==> config.mk <==
export PLATFORM = sky130hd
export DESIGN_NAME = ysyx_22041207_axi_rd_bridge
export DESIGN_NICKNAME = d
export VERILOG_FILES = /design/src/rtl/ysyx_22041207_axi_pkg.sv /design/src/rtl/ysyx_22041207_axi_rd_bridge.sv
export SDC_FILE = /design/constraint.sdc
export NUM_CORES = 1
export LEC_CHECK = 0
export CORE_AREA = 2 2 140 142
export DETAILED_ROUTE_END_ITERATION = 8
export DIE_AREA = 0 0 142 144
export PLACE_DENSITY = 0.76
export SLEW_MARGIN = 20
export SYNTH_ARGS = -nofsm -noshare
export SYNTH_HDL_FRONTEND = slang
export SYNTH_SLANG_ARGS = --single-unit
==> constraint.sdc <==
create_clock -name clk -period 1.5 [get_ports clk]
set_input_delay 0.225 -clock clk [delete_from_list [all_inputs] [get_ports clk]]
set_output_delay 0.225 -clock clk [all_outputs]
set_load 0.02 [all_outputs]
==> src/rtl/ysyx_22041207_axi_pkg.sv <==
// Shared types and AXI encodings for the IF-side AXI4 read bridge.
package ysyx_22041207_axi_pkg;

  typedef enum logic [1:0] {
    ST_IDLE = 2'd0,
    ST_AR   = 2'd1,
    ST_R    = 2'd2,
    ST_DONE = 2'd3
  } rd_state_e;

  localparam logic [1:0] AXI_BURST_INCR = 2'b01;
  localparam logic [2:0] AXI_SIZE_8B    = 3'b011;

  localparam logic [1:0] AXI_RESP_OKAY   = 2'b00;
  localparam logic [1:0] AXI_RESP_SLVERR = 2'b10;
  localparam logic [1:0] AXI_RESP_DECERR = 2'b11;

endpackage

==> src/rtl/ysyx_22041207_axi_rd_bridge.sv <==
// Single-outstanding AXI4 read bridge between IF and memory; always fetches one aligned doubleword.
// Optional watchdog on the AR/R wait states is enabled with `define AXI_RD_TIMEOUT_EN.
module ysyx_22041207_axi_rd_bridge
  import ysyx_22041207_axi_pkg::*;
#(
  parameter int          ADDR_W         = 64,
  parameter logic [3:0]  ID_VAL         = 4'd0,
  parameter int          TIMEOUT_CYCLES = 1023
) (
  input  logic              clk,
  input  logic              rst,

  input  logic              r_valid_i,
  output logic              r_ready_o,
  input  logic [ADDR_W-1:0] r_addr_i,
  input  logic [7:0]        r_size_i,

  output logic [63:0]       data_read_o,
  output logic [ADDR_W-1:0] data_addr_o,
  output logic              data_valid_o,
  input  logic              data_ready_i,
  output logic              err_o,

  output logic              arvalid,
  input  logic              arready,
  output logic [ADDR_W-1:0] araddr,
  output logic [3:0]        arid,
  output logic [7:0]        arlen,
  output logic [2:0]        arsize,
  output logic [1:0]        arburst,

  input  logic              rvalid,
  output logic              rready,
  input  logic [63:0]       rdata,
  input  logic [1:0]        rresp,
  input  logic              rlast,
  input  logic [3:0]        rid
);

  rd_state_e         state, state_nxt;
  logic              r_ready_nxt, arvalid_nxt, rready_nxt, data_valid_nxt, err_nxt;
  logic [63:0]       data_read_nxt;
  logic [ADDR_W-1:0] araddr_nxt, data_addr_nxt;
  logic              timeout;
  logic              beat_err;

  assign arid    = ID_VAL;
  assign arlen   = 8'd0;
  assign arsize  = AXI_SIZE_8B;
  assign arburst = AXI_BURST_INCR;

  assign beat_err = (rresp != AXI_RESP_OKAY) || (rid != ID_VAL);

`ifdef AXI_RD_TIMEOUT_EN
  localparam int CNT_W = $clog2(TIMEOUT_CYCLES + 1);

  logic [CNT_W-1:0] wait_cnt;
  logic             unused;

  assign unused  = ^r_size_i;
  assign timeout = ((state == ST_AR) || (state == ST_R)) &&
                   (wait_cnt == CNT_W'(TIMEOUT_CYCLES - 1));

  // Restarts on every state change so AR and R each get a full budget.
  always_ff @(posedge clk) begin
    if (rst) begin
      wait_cnt <= '0;
    end else if (state_nxt != state) begin
      wait_cnt <= '0;
    end else if ((state == ST_AR) || (state == ST_R)) begin
      wait_cnt <= wait_cnt + CNT_W'(1);
    end
  end
`else
  logic unused;

  assign unused  = (^r_size_i) ^ (TIMEOUT_CYCLES > 0);
  assign timeout = 1'b0;
`endif

  always_comb begin
    // NOTE: every signal gets its hold value first so no path through the case infers a latch.
    state_nxt      = state;
    r_ready_nxt    = r_ready_o;
    arvalid_nxt    = arvalid;
    rready_nxt     = rready;
    data_valid_nxt = data_valid_o;
    err_nxt        = err_o;
    data_read_nxt  = data_read_o;
    araddr_nxt     = araddr;
    data_addr_nxt  = data_addr_o;

    case (state)
      ST_IDLE: begin
        // r_ready_o low in IDLE marks a latched request waiting to launch on AR.
        if (r_ready_o) begin
          if (r_valid_i) begin
            data_addr_nxt = r_addr_i;
            araddr_nxt    = {r_addr_i[ADDR_W-1:3], 3'b000};
            r_ready_nxt   = 1'b0;
          end
        end else begin
          arvalid_nxt = 1'b1;
          state_nxt   = ST_AR;
        end
      end

      ST_AR: begin
        if (arready) begin
          arvalid_nxt = 1'b0;
          rready_nxt  = 1'b1;
          state_nxt   = ST_R;
        end else if (timeout) begin
          arvalid_nxt    = 1'b0;
          data_read_nxt  = '0;
          err_nxt        = 1'b1;
          data_valid_nxt = 1'b1;
          state_nxt      = ST_DONE;
        end
      end

      ST_R: begin
        if (rvalid && rlast) begin
          data_read_nxt  = rdata;
          err_nxt        = err_o || beat_err;
          rready_nxt     = 1'b0;
          data_valid_nxt = 1'b1;
          state_nxt      = ST_DONE;
        end else begin
          // A non-last beat is swallowed but poisons the result.
          if (rvalid) err_nxt = 1'b1;
          if (timeout) begin
            rready_nxt     = 1'b0;
            data_read_nxt  = '0;
            err_nxt        = 1'b1;
            data_valid_nxt = 1'b1;
            state_nxt      = ST_DONE;
          end
        end
      end

      ST_DONE: begin
        if (data_ready_i) begin
          data_valid_nxt = 1'b0;
          err_nxt        = 1'b0;
          r_ready_nxt    = 1'b1;
          state_nxt      = ST_IDLE;
        end
      end

      default: state_nxt = ST_IDLE;
    endcase
  end

  always_ff @(posedge clk) begin
    // NOTE: non-blocking assignments keep every register sampling pre-edge values.
    if (rst) begin
      state        <= ST_IDLE;
      r_ready_o    <= 1'b1;
      arvalid      <= 1'b0;
      rready       <= 1'b0;
      data_valid_o <= 1'b0;
      err_o        <= 1'b0;
      data_read_o  <= '0;
      araddr       <= '0;
      data_addr_o  <= '0;
    end else begin
      state        <= state_nxt;
      r_ready_o    <= r_ready_nxt;
      arvalid      <= arvalid_nxt;
      rready       <= rready_nxt;
      data_valid_o <= data_valid_nxt;
      err_o        <= err_nxt;
      data_read_o  <= data_read_nxt;
      araddr       <= araddr_nxt;
      data_addr_o  <= data_addr_nxt;
    end
  end

endmodule

==> flow_metrics.env, run 1 <==
export IMPL_hold_slack_ns=0.162
export IMPL_p_leak_nw=4.15
export IMPL_period_share_pct=94.1
export IMPL_syn_cell_area_sq_um=5490
export IMPL_critical_path_required_ns=1.82
export IMPL_yosys_top_cells_count="nand2_1 (260), dfxtp_1 (135), a21oi_1 (131)"
export IMPL_path_class="flop to flop"
export IMPL_hold_viol_final=0
export IMPL_clkLatencyLatePin_ns=0.41
export IMPL_hp_class="input port to flop"
export IMPL_vias=5386
export IMPL_vias_per_cell=4.45
export IMPL_dp_hpwl_mm=12.3
export IMPL_rows=51
export IMPL_cts_setup_buffers=0
export IMPL_drt_drc_violations_left=0
export IMPL_cts_tree="yes"
export IMPL_io_buffers=334
export IMPL_wl_per_cell_um=14.1
export IMPL_cp_arrival_ns=1.73
export IMPL_yosys_top_cells_area="dfxtp_1 (49%), nand2_1 (18%), a21oi_1 (12%)"
export IMPL_post_place_ws_ns=-0.144
export IMPL_drive_gt1_share_pct=6.89
export IMPL_synth_edf_count=0
export IMPL_fin_nets=1115
export IMPL_synth_warnings=0
export IMPL_syn_inst=690
export IMPL_pwr_share_seq_pct=34.6
export IMPL_grt_pass1_vias=5013
export IMPL_dpl_cell_count=1179
export IMPL_grt_max_degree=70
export IMPL_r2r_start="state[0]"
export IMPL_synth_top_area_cell="dfxtp_1"
export IMPL_fmax_ghz=0.709
export IMPL_die_area_sq_um=20400
export IMPL_die_y_um=144
export IMPL_switching_power_mw=4.07
export IMPL_syn_avg_cell_area_sq_um=7.96
export IMPL_ant_nets=0
export IMPL_final_cells=1211
export IMPL_start_kind="flop"
export IMPL_cts_sinks=135
export IMPL_async_flop_share_pct=0
export IMPL_antenna_found_initial=0
export IMPL_p_clk_share_pct=34.9
export IMPL_setup_tns_ns=0
export IMPL_fp_dieW_um=142
export IMPL_path_max_fanout=6
export IMPL_setup_viol_count_final=0
export IMPL_worst_clock_skew_ns=0.00896
export IMPL_fill_cells=1945
export IMPL_io_pins=363
export IMPL_layout_setup_ws_ns=0.0889
export IMPL_ys_seq_area_share_pct=49.2
export IMPL_area_growth_pct=64.7
export IMPL_synth_most_common_cell="nand2_1"
export IMPL_drt_pass1_iter_count=4
export IMPL_fin_crit_ns=1.41
export IMPL_dr_first_iter_drc_count=179
export IMPL_crit_path_start="state[0]"
export IMPL_grt_pass1_wl_mm=25.3
export IMPL_grt_overflow=0
export IMPL_pwr_share_comb_pct=30.4
export IMPL_htreeDepth=4
export IMPL_numCtsBuffers=17
export IMPL_core_sq_um=19100
export IMPL_p_per_area_nw_per_um2=1380
export IMPL_synth_top_area_share_pct=49.2
export IMPL_peakVddDrop_uv=694
export IMPL_slew_viol_final=0
export IMPL_path_clk_slew_ns=0.06
export IMPL_internal_power_mw=8.40
export IMPL_root_buffer="clkbuf_16"
export IMPL_cts_buffer_depth=2
export IMPL_wirelength_mm=17.1
export IMPL_grt_util_all_layers_pct=15.8
export IMPL_synthFlopType="dfxtp_1"
export IMPL_swShare_pct=32.6
export IMPL_min_from="rst"
export IMPL_ys_ff_latch=135
export IMPL_ys_types=31
export IMPL_start_util_pct=28.8
export IMPL_gp_congestion=0.736
export IMPL_outcome="finished clean"
export IMPL_antenna_cells=0
export IMPL_max_cap_viol_count=0
export IMPL_cp_end_kind="flop"
worst max-delay path: stages (launching register included):
cell       delay, ns
dfxtp_4         0.36
inv_2           0.07
ha_4            0.18
a21boi_1        0.15
a2111oi_4       0.35
mux2i_1         0.22
final timing paths:
check	endpoint	slack, ns	cells after the start
worst max register to register	state[1]	0.09	5
worst max-delay path	state[1]	0.09	5
worst min register to register	data_read_o[58]	0.45	2
worst min-delay path	data_read_o[10]	0.16	2
flip-flops by register name, indices dropped and copies added (netlist names):
| register | cells |
|---|---|
| state | 2 |
| err_o | 1 |
| r_ready_o | 1 |
| rready | 1 |
| data_valid_o | 1 |
| arvalid | 1 |
| data_addr_o | 63 |
| araddr | 1 |
| data_read_o | 64 |
power groups by stage:
stage	logic [mW]	registers [mW]	clock network (mW)
after detailed placement	4.12	4.41	0
final	3.80	4.32	4.36
after floorplan	2.10	4.82	0
after global placement	4.08	4.39	0
after CTS	3.77	4.31	4.48
after global routing	4.11	4.38	4.64
cell type report:
class                           instances  area [sq um]  share of cell area (%)
Clock inverter                         12           179                    1.98
Timing Repair Buffer                  359          3390                    37.4
Clock buffer                           18           429                    4.74
Tap cell                              238           298                    3.29
Inverter                                2          7.51                  0.0830
Sequential cell                       135          2710                    30.0
Multi-Input combinational cell        447          2040                    22.5
timing repair:
item	in CTS	in global routing
pin swaps	0	1
resized for setup	198	10
gates cloned	1	1
setup endpoints to repair	254	89
hold buffers	0	0
metrics by stage:
stage                     total power [mW]  instance area [sq um]  utilization (%)
final                                 12.5                   9040             47.4
after global routing                  13.1                   9040             47.4
after CTS                             12.6                   8980             47.1
after detailed placement              8.53                   8580             45.0
after global placement                8.48                   8580             45.0
after floorplan                       6.92                   5560                -
routing by layer:
metal | vias up | share of wire, % | GRT usage (%)
li1 | 2658 | - | -
met1 | 2479 | 39 | 17.1
met2 | 237 | 51 | 28.4
met4 | 0 | 1.1 | 4.58
met3 | 12 | 8.6 | 6.36
met5 | - | 0 | 0
cells by family after synthesis:
group,Yosys count,share of synthesized area [%]
simple gates,279,19.8
compound gates,141,13.5
flops,135,49.2
buf+inv,126,15.9
fa+ha+maj,4,0.911
mux,3,0.547
other cells,2,0.137
placed cells by master, fill, tap and decap left out, types with 2 or more instances in the layout:
master	netlist	final
buf_12	0	5
nand2_1	260	260
mux2i_1	3	3
clkbuf_16	0	18
nand3_2	0	2
nor2_1	2	2
nand2b_1	3	3
clkdlybuf4s50_1	0	139
bufinv_16	0	4
buf_4	82	19
nand3_1	5	3
a21oi_1	131	131
dlygate4sd2_1	0	194
o21bai_1	2	2
conb_1	2	20
clkinvlp_4	0	3
o21ai_0	2	2
dfxtp_4	0	2
clkinv_2	0	2
and3_4	0	2
ha_4	0	2
dfxtp_1	135	133
clkinv_4	0	2
Note: power is estimated with default switching activity, not from simulation.
==> run 2, diff against run 1 <==
Settings changed: HOLD_SLACK_MARGIN from default to 0.06.
==> results of run 2 <==
Same layout as run 1: the final DEF is identical, and so are final timing and power.
